[config.mk]
export PLATFORM = sky130hd
export DESIGN_NAME = hs32_irq_seq
export DESIGN_NICKNAME = d
export VERILOG_FILES = /design/src/rtl/hs32_irq_seq.sv
export SDC_FILE = /design/constraint.sdc
export NUM_CORES = 1
export LEC_CHECK = 0
export ABC_AREA = 1
export ABC_CLOCK_PERIOD_IN_PS = 12790
export CAP_MARGIN = 5
export CORE_AREA = 2 2 164 166
export DETAILED_ROUTE_END_ITERATION = 10
export DIE_AREA = 0 0 166 168
export HOLD_SLACK_MARGIN = 0.06
export PLACE_DENSITY = 0.87
export SLEW_MARGIN = 40
export SYNTH_ARGS = -nofsm -noshare
export SYNTH_HDL_FRONTEND = slang
export SYNTH_SLANG_ARGS = --single-unit
[constraint.sdc]
create_clock -name clk -period 12.79 [get_ports clk]
set_input_delay 2.558 -clock clk [delete_from_list [all_inputs] [get_ports clk]]
set_output_delay 2.558 -clock clk [all_outputs]
set_load 0.01 [all_outputs]
[src/rtl/hs32_irq_seq.sv]
// CPU-side interrupt sequencer: accepts AIC requests at instruction boundaries,
// stacks PC/flags over the data bus, redirects the core, and unwinds on RETI.
module hs32_irq_seq #(
  parameter int unsigned MAX_DEPTH = 4,
  parameter int unsigned DEPTH_W   = 3,
  parameter int unsigned IE_BIT    = 5
) (
  input  logic               clk,
  input  logic               reset,
  input  logic               intrq,
  input  logic [4:0]         vec,
  input  logic [31:0]        handler,
  input  logic               nmi,
  input  logic               boundary,
  input  logic               reti,
  input  logic [31:0]        cur_pc,
  input  logic [31:0]        cur_flags,
  input  logic [31:0]        cur_sp,
  output logic               stb,
  input  logic               ack,
  output logic [31:0]        addr,
  output logic [31:0]        dtw,
  input  logic [31:0]        dtr,
  output logic               rw,
  output logic               take,
  output logic [31:0]        new_pc,
  output logic [31:0]        new_flags,
  output logic [31:0]        new_sp,
  output logic               busy,
  output logic [4:0]         cur_vec,
  output logic [DEPTH_W-1:0] depth,
  output logic               reti_err
);

  typedef enum logic [2:0] {
    S_IDLE,
    S_PUSH_PC,
    S_PUSH_FL,
    S_ENTER,
    S_POP_FL,
    S_POP_PC,
    S_LEAVE
  } state_t;

  localparam logic [31:0] IE_MASK = 32'h1 << IE_BIT;

  state_t      state, state_d;
  logic [31:0] pc_q, fl_q, sp_q, hnd_q;
  logic [4:0]  vec_q;
  logic        do_accept, do_pop;
  logic        room;

  assign room = (depth < DEPTH_W'(MAX_DEPTH));
  assign busy = (state != S_IDLE);

  always_comb begin
    state_d   = state;
    stb       = 1'b0;
    rw        = 1'b0;
    addr      = '0;
    dtw       = '0;
    take      = 1'b0;
    reti_err  = 1'b0;
    do_accept = 1'b0;
    do_pop    = 1'b0;
    unique case (state)
      S_IDLE: begin
        // A legal RETI wins over a new request; a RETI at depth 0 only flags an error
        do_pop    = reti && (depth != '0);
        reti_err  = reti && (depth == '0);
        do_accept = !do_pop && boundary && intrq && (nmi || cur_flags[IE_BIT]) && room;
        if (do_pop)         state_d = S_POP_FL;
        else if (do_accept) state_d = S_PUSH_PC;
      end
      S_PUSH_PC: begin
        stb  = 1'b1;
        rw   = 1'b1;
        addr = sp_q - 32'd4;
        dtw  = pc_q;
        if (ack) state_d = S_PUSH_FL;
      end
      S_PUSH_FL: begin
        stb  = 1'b1;
        rw   = 1'b1;
        addr = sp_q - 32'd8;
        dtw  = fl_q;
        if (ack) state_d = S_ENTER;
      end
      S_POP_FL: begin
        stb  = 1'b1;
        addr = sp_q;
        if (ack) state_d = S_POP_PC;
      end
      S_POP_PC: begin
        stb  = 1'b1;
        addr = sp_q + 32'd4;
        if (ack) state_d = S_LEAVE;
      end
      S_ENTER, S_LEAVE: begin
        take    = 1'b1;
        state_d = S_IDLE;
      end
      default: state_d = S_IDLE;
    endcase
  end

  always_ff @(posedge clk or posedge reset) begin
    if (reset) state <= S_IDLE;
    else       state <= state_d;
  end

  always_ff @(posedge clk or posedge reset) begin
    if (reset) begin
      pc_q      <= '0;
      fl_q      <= '0;
      sp_q      <= '0;
      hnd_q     <= '0;
      vec_q     <= '0;
      new_pc    <= '0;
      new_flags <= '0;
      new_sp    <= '0;
      depth     <= '0;
      cur_vec   <= '0;
    end else begin
      if (do_accept) begin
        pc_q  <= cur_pc;
        fl_q  <= cur_flags;
        sp_q  <= cur_sp & ~32'h3;
        hnd_q <= handler;
        vec_q <= vec;
      end
      if (do_pop) sp_q <= cur_sp & ~32'h3;
      // new_* are loaded on the last bus ack so they are valid for the whole take cycle
      unique case (state)
        S_PUSH_FL: if (ack) begin
          new_pc    <= hnd_q & ~32'h3;
          new_sp    <= sp_q - 32'd8;
          new_flags <= fl_q & ~IE_MASK;
        end
        S_ENTER: begin
          depth   <= depth + DEPTH_W'(1);
          cur_vec <= vec_q;
        end
        S_POP_FL: if (ack) fl_q <= dtr;
        S_POP_PC: if (ack) begin
          new_pc    <= dtr & ~32'h3;
          new_flags <= fl_q;
          new_sp    <= sp_q + 32'd8;
        end
        S_LEAVE: depth <= depth - DEPTH_W'(1);
        default: ;
      endcase
    end
  end

endmodule

# Word-level counts from Yosys, hierarchy flattened
# Index checks and enable logic that the tools add are counted.
# classes
mux	30
add_sub_neg	6
n_eq_ne	11
n_reduce_logical	20
order_cmp	1
# op_table
op	count
$mux W32	11
$pmux W32 S2	4
$pmux W32 S4	1
$add A32 B3 Y32 const B	1
$add A32 B4 Y32 const B	1
$sub A32 B3 Y32 const B	1
$sub A32 B4 Y32 const B	1
$mux W3	6
$pmux W3 S5	1
$eq A3 B3 Y1 const B	3
$ne A2 B2 Y1 const B	4
$eq A3 B2 Y1 const B	2
$logic_and A1 B1 Y1	6
$logic_not A3 Y1	2
$mux W1	6
$pmux W3 S2	1
$reduce_bool A2 Y1	3
$reduce_bool A3 Y1	2
$reduce_and A5 Y1	1
$reduce_or A2 Y1	2
$reduce_or A4 Y1	1
$add A3 B1 Y3 const B	1
$eq A3 B1 Y1 const B	1
$lt A3 B3 Y1 const B	1
other kinds (5)	5
# totals
in_bits	172
reg_bits	240
word_cells	79
output_inout_bits	173

# Longest topological paths before layout
# Gate-level depths: netlist (run 1).
# logic_depth
word_depth	11
depth_mapped	18
ltp_nobuf	16

# Least setup slack after synthesis (run 1)
# OpenSTA, ideal clock, no wires.
# synth_path
kind	reg2out
start	reg state[0]
end	out addr[8]
t_required_ps	10232
n_path_buf	2
path_stages_with_launch	14
arrival_time_ps	3202
path_slack_ps	7030
path_cell_list	dfrtp_1 inv_1 nor2_1 nand2_1 buf_2 clkbuf_1 ha_1 nand3_1 nand3_1 nand2_1 nand2_1 or2_2 nand3_1 o221ai_1
# synth_via
elab_chain_len	2
elab_cells_between_ends	5
classes_between	eq/ne (4); mux (1)
# synth_rtl
element	line	text
start: declaration	47	state_t state, state_d;
start signal: assignment	109	else state <= state_d;
$eq A3 B3 Y1, or another cell as far along	66	unique case (state)
$pmux W32 S4 *	66	
end: declaration	21	output logic [31:0] addr,
# Every way passes the cells marked *; elsewhere a longest branch is shown, timed or not.

# Final worst setup path (run 1)
# layout_path
start	reg state[0]
end	out addr[20]
# The elaborated chain is that of the path after synthesis.

==> metrics.log, run 1 <==
INFO  metric cts_max_level = 1
INFO  metric clock_sinks = roughly 230
INFO  metric core.rowCount = 60
INFO  metric hold_end = new_sp[18]
INFO  metric ctsHoldBuffers = 0
INFO  metric yosys-mux-area-fraction = 3.73%
INFO  metric pre_cts_slack = roughly 6.4 ns
INFO  metric share_of_the_synthesized_area_in_the_top_cell_type = 40.9%
INFO  metric cts_made_buffers = 25
INFO  metric first_global_vias = 15200
INFO  metric finalCriticalPeriod = about 6.7 ns
INFO  metric antenna_violating_nets_post_route = 0
INFO  metric clock_latency = ~0.53 ns
INFO  metric worst_pin_slew = about 0.87 ns
INFO  metric r2r_setup_slk = 8.36 ns
INFO  metric cts_resized = 0
INFO  metric cts_max_path_buffers = 3
INFO  metric place.detailed.hpwl = 40.5 mm
INFO  metric synth.largest_area_cell = dfrtp_1
INFO  metric mostFrequentLayoutCell = nand2_1
INFO  metric cp.arrival = approximately 4.2 ns
INFO  metric yosysSeqAreaShare = approximately two fifths
INFO  metric dominant_combinational_cell_family_by_area_after_synthesis = simple AND/OR/NAND/NOR gates
INFO  metric syn-mean-instance-area = slightly above 7 sq um
INFO  metric min_path_cells = 2
INFO  metric async_flop_share = between 90% and 100%
INFO  metric yosys.area_share.simple = 30.0%
INFO  metric floorplan.initialDensity = between 50% and 60%
INFO  metric post-layout-total-power = about 0.0050 W
INFO  metric drt_iter0_markers = ~1200
INFO  metric yosysWarningCount = 0
INFO  metric area_growth = 31.1%
INFO  metric die_h = between 150 and 200 microns
INFO  metric max_cap_viol_count = 0
INFO  metric power.leakage = 8.91 nW
INFO  metric post-place-cells = about 2600
INFO  metric grt_pass1_wl = 84.4 mm
INFO  metric post_synth_inst_count = just under 2000
INFO  metric post_cts.repair.setup_buffers = 0
INFO  metric finish.cell_count_without_fillers = approximately 2600
INFO  metric clkTransAtPathRegs = about 0.060 ns
INFO  metric class_of_the_most_critical_setup_path = reg2out
INFO  metric postRouteWirelength = roughly 55 mm
INFO  metric post-route-util = between 70% and 80%
INFO  metric crit-reg2reg-launch = state[2]
INFO  metric antenna_found_initial = 4
INFO  metric die-area = around 28000 sq um
INFO  metric synth_compound_area_share = a little under an eighth
INFO  metric post-route-drc-count = 0
INFO  metric place.gp.congestion = between 0.9 and 1
INFO  metric synth_xor_xnor_area_share = approximately 1.4%
INFO  metric startpoint = state[0]
INFO  metric layout-drive-gt1-share = about 5.3%
INFO  metric core-area = 26400 sq um
INFO  metric hp-class = reg2reg
INFO  metric hp-start = new_sp[18]
INFO  metric grt-ovfl-total = 0
INFO  metric timing.final.max_slew_violations = 0
INFO  metric timing.final.setup_violations = 0
INFO  metric irDropWorstVdd = about 0.19 mV
INFO  metric most-common-layout-cells = nand2_1 (610), clkdlybuf4s50_1 (333), dfrtp_1 (232)
INFO  metric rsz0062_at_grt = no
INFO  metric worst_slew_margin_rel = 41.7%
INFO  metric port_buffers = about 330
INFO  metric cts_root_cell = clkbuf_16
INFO  metric cp-start-kind = register
INFO  metric final.setup.worst_slack = between 6 and 7 ns
INFO  metric synth-edff-count = 0
INFO  metric layout.nets = about 2500
INFO  metric result_of_the_run = complete, no violations
INFO  metric track_usage = between 30% and 40%
INFO  metric maxClockFrequency = around 150 MHz
INFO  metric timing.critical_path.to_type = primary output
INFO  metric r2r_end = new_sp[12]
INFO  metric synth.cell_area = 14200 sq um
INFO  metric grt_start_max_net_pins = 95
INFO  metric worst_clock_skew = 0.0131 ns
INFO  metric worst-endpoint-required = 10.23 ns
INFO  metric power-per-cell-area = 270 nW/um^2
INFO  metric drt-pass1-iter-count = 6
INFO  metric synth_ff_type = dfrtp_1
INFO  metric post_detailed_route_via_to_cell_ratio = about 5.7
INFO  metric avgRoutedWirePerCell = roughly 21 microns
INFO  metric synth_fa_ha_area_share = around 3.5%
INFO  metric r2r_cells = 9
INFO  metric timing.critical_path.fanout_max = 53
INFO  metric final_hold_violation_count = 0
INFO  metric floorplan.io_pins = between 300 and 400
INFO  metric die_width = ~170 microns
INFO  metric period_share = about 52%
INFO  metric final.setup.tns = 0 ns
INFO  metric cts_tree = yes
INFO  metric synth.lib_cells_used.distinct = 42
INFO  metric synth_seq_cells = ~230
INFO  metric synth_area_leaders = dfrtp_1 (41%), nand2_1 (16%), nand3_1 (6.3%), inv_1 (5.6%), nor2_1 (5.5%)
INFO  metric route.vias.total = 15100
critical path, stage by stage, from the launching register on:
cell	delay [ns]
dfrtp_1	0.41
inv_1	0.22
nor2_4	0.07
nand2_4	0.55
ha_1	0.43
nand2_1	0.16
inv_1	0.06
a21oi_1	0.25
nand3_1	0.36
nand2_1	0.19
nand2_1	0.07
nand2_1	0.05
nand3_1	0.10
nand3_1	0.11
clkdlybuf4s50_1	0.54
synthesized netlist by cell type (19+ instances only):
| cell | number |
|---|---|
| buf_2 | 41 |
| nand3_1 | 179 |
| nor2_1 | 207 |
| dfrtp_1 | 232 |
| o211ai_1 | 36 |
| clkbuf_1 | 39 |
| mux2_2 | 47 |
| ha_1 | 37 |
| a31oi_1 | 36 |
| nand2_1 | 611 |
| xor2_1 | 19 |
| inv_1 | 213 |
| nor3_1 | 19 |
| o21ai_0 | 93 |
| a21oi_1 | 87 |
worst max-delay path by stage:
| stage | end | cells past startpoint |
|---|---|---|
| finish | addr[20] | 14 |
| global placement | addr[25] | 8 |
| global route | addr[22] | 13 |
| CTS | addr[12] | 12 |
| floorplan | cur_vec[0] | 1 |
| detailed placement | reti_err | 3 |
where the power goes:
group	total (W)	internal, W	switching (W)
combinational	0.00285	0.00118	0.00167
sequential	0.00138	0.00109	0.000290
clock	0.000798	0.000491	0.000307
layout make-up:
type | count | area (sq um)
Tap cell | 341 | 427
Multi-Input combinational cell | 1447 | 7200
Antenna cell | 2 | 5.00
Clock buffer | 33 | 716
Sequential cell | 232 | 5810
Inverter | 215 | 815
Timing Repair Buffer | 347 | 3450
Fill cell | 2116 | 7740
Clock inverter | 11 | 183
registers in the layout, summed over array words and instances (netlist names):
name / flops
hnd_q: 30
depth: 3
new_pc: 30
vec_q: 5
new_flags: 32
state: 3
sp_q: 30
pc_q: 32
fl_q: 32
cur_vec: 5
new_sp: 30
stage by stage:
step	hold WS (ns)	cell area [sq um]
after CTS	0.483	18600
after detailed placement	0.469	17700
final	0.483	18600
after global placement	0.465	17700
after global routing	0.516	18600
after floorplan	0.478	14200
per-layer routing:
layer	share of wire (%)	up-vias	wire length, microns	GRT usage, %
li1	-	6984	-	-
met1	36	7145	19800	43.6
met2	49	772	27100	68.1
met3	8.0	185	4420	7.36
met4	7.4	4	4090	24.5
met5	0.056	-	31	0
logic make-up after synthesis:
group,after synthesis
xor+xnor,23
flops,232
other cells,1
mux,47
fa+ha+maj,39
simple gates,1044
buf+inv,310
compound gates,288
Power figures use the tool's default switching activity.
==> run 2, diff against run 1 <==
--- a/config.mk
+++ b/config.mk
@@ -6,13 +6,13 @@
 export NUM_CORES = 1
 export LEC_CHECK = 0
 export ABC_AREA = 1
-export ABC_CLOCK_PERIOD_IN_PS = 12790
+export ABC_CLOCK_PERIOD_IN_PS = 6850
 export CAP_MARGIN = 5
-export CORE_AREA = 2 2 164 166
+export CORE_AREA = 2 2 170 172
 export DETAILED_ROUTE_END_ITERATION = 10
-export DIE_AREA = 0 0 166 168
+export DIE_AREA = 0 0 172 174
 export HOLD_SLACK_MARGIN = 0.06
-export PLACE_DENSITY = 0.87
+export PLACE_DENSITY = 0.81
 export SLEW_MARGIN = 40
 export SYNTH_ARGS = -nofsm -noshare
 export SYNTH_HDL_FRONTEND = slang
==> constraint.sdc (replaced) <==
create_clock -name clk -period 6.85 [get_ports clk]
set_input_delay 1.37 -clock clk [delete_from_list [all_inputs] [get_ports clk]]
set_output_delay 1.37 -clock clk [all_outputs]
set_load 0.01 [all_outputs]
==> run 2 against run 1 <==
- register-to-register slack worse by 4.7 ns
- sequential share of layout area barely moved
- critical path depth is 1 lower
- largest cell class unchanged
- clock-buffer cell count unchanged
==> metrics.log, run 2 (synthesized netlist as in run 1, its figures left out) <==
INFO  metric port_buffers = 334 (unchanged)
INFO  metric die_width = 172 microns (+3.6%)
INFO  metric post-route-drc-count = 0 (unchanged)
INFO  metric floorplan.initialDensity = 50.3% (-3.6 points)
INFO  metric ctsHoldBuffers = 0 (unchanged)
INFO  metric drt_iter0_markers = 1153 (-7.2%)
INFO  metric routedLengthMet1 = 20.0 mm (+1.5%)
INFO  metric final.setup.tns = 0 ns (unchanged)
INFO  metric post-place-cells = 2625 (+1.7%)
INFO  metric maxUsedRoutingLayer = met4
INFO  metric worst-endpoint-required = 5.48 ns (-4.75 ns)
INFO  metric timing.final.max_slew_violations = 0 (unchanged)
INFO  metric drt-pass1-iter-count = 5 (-1)
INFO  metric worst_clock_skew = 0.0128 ns (-0.000262 ns)
INFO  metric cts_max_level = 1 (unchanged)
INFO  metric area_growth = 31.1% (about the same)
INFO  metric antenna_violating_nets_post_route = 0 (unchanged)
INFO  metric cts_root_cell = clkbuf_16
INFO  metric avgRoutedWirePerCell = 20.2 microns (-3.9%)
INFO  metric reg_top3 = fl_q (32), new_flags (32), pc_q (32)
INFO  metric maxClockFrequency = about 190 MHz
INFO  metric class_of_the_most_critical_setup_path = reg2out
INFO  metric cp.arrival = 3.99 ns (-0.16 ns)
INFO  metric postRouteWirelength = 54.1 mm (-2.3%)
INFO  metric track_usage = 35.9% (-2.9 points)
INFO  metric hold_ws = 0.482 ns (-0.000706 ns)
INFO  metric worst_slew_margin_rel = 45.5% (+3.9 points)
INFO  metric place.detailed.hpwl = 40.4 mm (-0.25%)
INFO  metric cts_resized = 0 (unchanged)
INFO  metric finish.cell_count_without_fillers = 2671 (+1.6%)
INFO  metric timing.final.setup_violations = 0 (unchanged)
INFO  metric core-area = 28200 sq um (+7.2%)
INFO  metric post_cts.repair.setup_buffers = 0 (unchanged)
INFO  metric final_hold_violation_count = 0 (unchanged)
INFO  metric timing.critical_path.fanout_max = 51 (-3.8%)
INFO  metric grt_start_max_net_pins = 115 (+21%)
INFO  metric antenna_found_initial = 2 (-2)
INFO  metric worst_pin_slew = 0.816 ns (-0.0568 ns)
INFO  metric first_global_vias = 14800 (-2.0%)
INFO  metric post_detailed_route_via_to_cell_ratio = 5.57 (-3.0%)
INFO  metric most-common-layout-cells = nand2_1 (609), clkdlybuf4s50_1 (333), dfrtp_1 (232)
INFO  metric hp-class = reg2reg
INFO  metric power-per-cell-area = 494 nW/um^2 (+83%)
INFO  metric timing.critical_path.to_type = primary output
INFO  metric clkTransAtPathRegs = 0.06 ns (about the same)
INFO  metric cp-start-kind = register
INFO  metric route.vias.total = 14900 (-1.4%)
INFO  metric grt-ovfl-total = 0 (unchanged)
INFO  metric layout-drive-gt1-share = 5.30% (-0.044 points)
INFO  metric cts_max_path_buffers = 3 (unchanged)
INFO  metric power.leakage = 8.87 nW (-0.42%)
INFO  metric layout.nets = 2479 (unchanged)
INFO  metric die-area = 29900 sq um (+7.3%)
INFO  metric core.rowCount = 62 (+3.3%)
INFO  metric grt_pass1_wl = 82.3 mm (-2.5%)
INFO  metric cts_made_buffers = 25 (unchanged)
INFO  metric rsz0062_at_grt = no
INFO  metric mostFrequentLayoutCell = nand2_1
INFO  metric place.gp.congestion = 0.954 (+4.4%)
INFO  metric post-route-util = 65.9% (-4.7 points)
INFO  metric finalCriticalPeriod = about 5.4 ns
INFO  metric result_of_the_run = complete, no violations
INFO  metric wl_met2 = 26.3 mm (-2.6%)
INFO  metric floorplan.io_pins = 345 (unchanged)
INFO  metric irDropWorstVdd = 0.270 mV (+44%)
INFO  metric clock_sinks = 232 (unchanged)
INFO  metric detailroute.wirelength.met3 = 4.33 mm (-2.1%)
INFO  metric die_h = 174 microns (+3.6%)
INFO  metric max_cap_viol_count = 0 (unchanged)
INFO  metric clock_latency = 0.52 ns (about the same)
INFO  metric period_share = about four fifths
INFO  metric cts_tree = yes
==> run 2: cell count changes in the layout (fill, tap and decap cells not counted), moves of 2 or more <==
cell,change
buf_12,+2
buf_6,-4
bufinv_16,-3
clkbuf_1,+2
clkbuf_8,-2
clkinvlp_4,+2
inv_2,-2
inv_4,+2
==> run 2: metrics by stage <==
step	power (W)	cell area [sq um]	worst slack [ns]
final	0.00918	18600	1.49
after global routing	0.00980	18600	1.07
after CTS	0.00913	18600	1.54
after detailed placement	0.00775	17800	2.10
after global placement	0.00761	17700	2.13
after floorplan	0.00535	14200	2.28
==> run 2: critical path, cell delays in order (launching register included) <==
cell,delay (ns)
dfrtp_1,0.48
nor2_4,0.17
nand2_4,0.38
ha_1,0.53
nand2_1,0.11
nand2_1,0.08
a21oi_1,0.32
nand2_1,0.29
inv_1,0.11
nand3_1,0.14
nand2_1,0.09
nand2_1,0.05
o21bai_1,0.14
clkdlybuf4s50_1,0.56
==> run 2: metal layers <==
metal  vias up  track usage, %
li1       6985               -
met1      7029            42.5
met3       163            7.29
met5         -               0
met4         0            19.9
met2       697            60.8
==> run 2: report_power, final <==
group / total, W / switching, W / internal, W
Clock: 0.00135 / 0.000565 / 0.000788
Sequential: 0.00256 / 0.000530 / 0.00203
Combinational: 0.00526 / 0.00306 / 0.00220
Total: 0.00918 / 0.00416 / 0.00502
==> run 2: worst paths after layout <==
| check | slack, ns | to | start | cells after the start |
|---|---|---|---|---|
| min in group asynchronous | 1.13 | new_flags[18] | reset | 2 |
| min | 0.48 | new_sp[11] | new_sp[11] | 2 |
| max reg2reg | 3.66 | new_pc[15] | state[2] | 8 |
| max in group asynchronous | 4.54 | vec_q[0] | reset | 4 |
| min reg2reg | 0.48 | new_sp[11] | new_sp[11] | 2 |
| max | 1.49 | addr[22] | state[1] | 13 |
==> run 2: cell type report <==
| type | count | area (sq um) |
|---|---|---|
| Timing Repair Buffer | 347 | 3480 |
| Fill cell | 2536 | 9640 |
| Inverter | 215 | 816 |
| Tap cell | 384 | 480 |
| Clock buffer | 33 | 696 |
| Multi-Input combinational cell | 1447 | 7200 |
| Sequential cell | 232 | 5810 |
| Clock inverter | 11 | 114 |
| Antenna cell | 2 | 5.00 |
==> run 3, diff against run 2 <==
--- a/config.mk
+++ b/config.mk
@@ -6,7 +6,7 @@
 export NUM_CORES = 1
 export LEC_CHECK = 0
 export ABC_AREA = 1
-export ABC_CLOCK_PERIOD_IN_PS = 6850
+export ABC_CLOCK_PERIOD_IN_PS = 5100
 export CAP_MARGIN = 5
 export CORE_AREA = 2 2 170 172
 export DETAILED_ROUTE_END_ITERATION = 10
==> constraint.sdc (replaced) <==
create_clock -name clk -period 5.1 [get_ports clk]
set_input_delay 1.02 -clock clk [delete_from_list [all_inputs] [get_ports clk]]
set_output_delay 1.02 -clock clk [all_outputs]
set_load 0.01 [all_outputs]
==> run 3 against run 2 <==
- worst setup slack lost 1.2 ns
- register-to-register slack lost 1.9 ns
- clock power up 40%
- final cell count increased by 0.26%
- die area unchanged
- sequential share of layout area down 0.14 points
- critical path type unchanged
- largest power group unchanged
- highest routed layer is now met5
==> metrics.log, run 3 (synthesized netlist as in run 1, its figures left out) <==
INFO  metric route.vias.total = 14800 (-0.83%)
INFO  metric crit-reg2reg-launch = state[1]
INFO  metric core.rowCount = 62 (unchanged)
INFO  metric layout.nets = 2485 (+0.24%)
INFO  metric post-place-cells = 2631 (+0.23%)
INFO  metric power.leakage = 8.93 nW (+0.61%)
INFO  metric result_of_the_run = complete, no violations
INFO  metric r2r_cells = 9 (+1)
INFO  metric drt_iter0_markers = 1244 (+7.9%)
INFO  metric port_buffers = 334 (unchanged)
INFO  metric timing.critical_path.to = addr[22]
INFO  metric place.detailed.hpwl = 40.2 mm (-0.64%)
INFO  metric worst_slew_margin_rel = 40.7% (-4.8 points)
INFO  metric post_detailed_route_via_to_cell_ratio = 5.51 (-1.1%)
INFO  metric maxClockFrequency = roughly 210 MHz
INFO  metric startpoint = state[1]
INFO  metric power-per-cell-area = 665 nW/um^2 (+35%)
INFO  metric class_of_the_most_critical_setup_path = reg2out
INFO  metric postRouteWirelength = 54.0 mm (about the same)
INFO  metric post_cts.repair.setup_buffers = 0 (unchanged)
INFO  metric cts_max_level = 1 (unchanged)
INFO  metric worst_clock_skew = 0.00989 ns (-0.00295 ns)
INFO  metric cts_made_buffers = 25 (unchanged)
INFO  metric core-area = 28200 sq um (unchanged)
INFO  metric cts_root_cell = clkbuf_16
INFO  metric maximum_single_stage_delay_on_the_critical_path = 0.55 ns (about the same)
INFO  metric placed_inst_area = 17800 sq um (+0.22%)
INFO  metric cp-start-kind = register
INFO  metric grt_pass1_wl = 82.6 mm (+0.38%)
INFO  metric floorplan.io_pins = 345 (unchanged)
INFO  metric ctsHoldBuffers = 0 (unchanged)
INFO  metric most-common-layout-cells = nand2_1 (610), clkdlybuf4s50_1 (333), dfrtp_1 (232)
INFO  metric clock_sinks = 232 (unchanged)
INFO  metric track_usage = 36.1% (+0.18 points)
INFO  metric irDropWorstVdd = 0.421 mV (+56%)
INFO  metric finalCriticalPeriod = about 4.8 ns
INFO  metric hp-class = reg2reg
INFO  metric cp.arrival = 3.80 ns (-0.19 ns)
INFO  metric rsz0062_at_grt = no
INFO  metric r2r_setup_slk = 1.75 ns (-1.91 ns)
INFO  metric floorplan.initialDensity = 50.3% (unchanged)
INFO  metric antenna_violating_nets_post_route = 0 (unchanged)
INFO  metric post-route-util = 66.2% (+0.29 points)
INFO  metric cts_max_path_buffers = 3 (unchanged)
INFO  metric reg_top3 = fl_q (32), new_flags (32), pc_q (32)
INFO  metric finish.cell_count_without_fillers = 2678 (+0.26%)
INFO  metric die_h = 174 microns (unchanged)
INFO  metric timing.critical_path.fanout_max = 32 (-37%)
INFO  metric final.setup.tns = 0 ns (unchanged)
INFO  metric grt_start_max_net_pins = 143 (+24%)
INFO  metric stdcell_area = 18700 sq um (+0.44%)
INFO  metric antenna_found_initial = 4 (+2)
INFO  metric period_share = approximately 94%
INFO  metric grt-ovfl-total = 0 (unchanged)
INFO  metric clock_latency = 0.52 ns (about the same)
INFO  metric clkTransAtPathRegs = 0.06 ns (about the same)
INFO  metric slowest_stage = clkdlybuf4s50_1
INFO  metric final_hold_violation_count = 0 (unchanged)
INFO  metric r2r_end = new_pc[18]
INFO  metric worst-endpoint-required = 4.08 ns (-1.40 ns)
INFO  metric cts_resized = 0 (unchanged)
INFO  metric die_width = 172 microns (unchanged)
INFO  metric post-route-drc-count = 0 (unchanged)
INFO  metric worst_pin_slew = 0.890 ns (+0.0733 ns)
INFO  metric avgRoutedWirePerCell = 20.2 microns (-0.35%)
INFO  metric crit_chain = nor2_4, nand2_4, ha_1, nand2_1, inv_1, nand2_1, nor2_1, nand4_1, nand3_1, nor2_1, o21bai_1, clkdlybuf4s50_1
INFO  metric area_growth = 31.6%
INFO  metric timing.final.setup_violations = 0 (unchanged)
INFO  metric mostFrequentLayoutCell = nand2_1
INFO  metric layout-drive-gt1-share = 5.63% (+0.33 points)
INFO  metric max_cap_viol_count = 0 (unchanged)
INFO  metric place.gp.congestion = 0.990 (+3.8%)
INFO  metric timing.critical_path.to_type = primary output
INFO  metric die-area = 29900 sq um (unchanged)
INFO  metric drt-pass1-iter-count = 6 (+1)
INFO  metric first_global_vias = 14700 (-0.98%)
INFO  metric cts_tree = yes
INFO  metric timing.final.max_slew_violations = 0 (unchanged)
run 3: cell count changes in the layout (fill, tap and decap cells not counted), sizes merged:
cell    change
bufinv      +1
buf         +6
inv         +2
clkinv      +1
clkbuf      -3
run 3: cell type report:
cell class                 instances  area [sq um]
multi-input combinational       1447          7200
timing repair buffer             353          3530
antenna                            2          5.00
inverter                         215           811
clock inverter                    15           170
fill                            2480          9550
sequential                       232          5810
tap                              384           480
clock buffer                      30           684
run 3: metal layers:
| layer | wire, microns | track usage, % | vias up |
|---|---|---|---|
| met1 | 20100 | 42.9 | 6975 |
| li1 | - | - | 7004 |
| met4 | 2740 | 17.2 | 2 |
| met3 | 4410 | 8.11 | 140 |
| met5 | 13 | 0 | - |
| met2 | 26800 | 61.7 | 630 |
run 3: worst min-delay path by stage:
stage                        startpoint             to  slack, ns  cells after the start
after floorplan                vec_q[0]       vec_q[0]       0.48                      2
after global placement       new_sp[31]     new_sp[31]       0.46                      2
after detailed placement     new_sp[29]     new_sp[29]       0.47                      2
after CTS                 new_flags[26]  new_flags[26]       0.49                      2
after global routing         new_sp[24]     new_sp[24]       0.50                      2
final                      new_flags[2]   new_flags[2]       0.48                      2
run 3: stage by stage:
step                hold WS [ns]  power (W)  setup WS [ns]
CTS                        0.489     0.0124          0.358
global placement           0.463     0.0103          0.992
floorplan                  0.478    0.00719          0.878
detailed placement         0.472     0.0104          0.923
finish                     0.482     0.0124          0.282
global route               0.502     0.0133         0.0623
run 3: worst max-delay path: cells and delay by family, from the launching register on:
family	cells	cell delay [ns]
AO/OA/AOI/OAI	1	0.14
adder cells (fa/ha/maj)	1	0.51
buffers and inverters	2	0.63
flip-flops	1	0.48
AND/OR/NAND/NOR	8	1.48
run 3: power breakdown:
part / total (W) / leakage [nW] / switching, W / internal, W
clock network: 0.00189 / 0.421 / 0.000773 / 0.00111
registers: 0.00342 / 2.73 / 0.000694 / 0.00273
logic: 0.00712 / 5.78 / 0.00414 / 0.00298
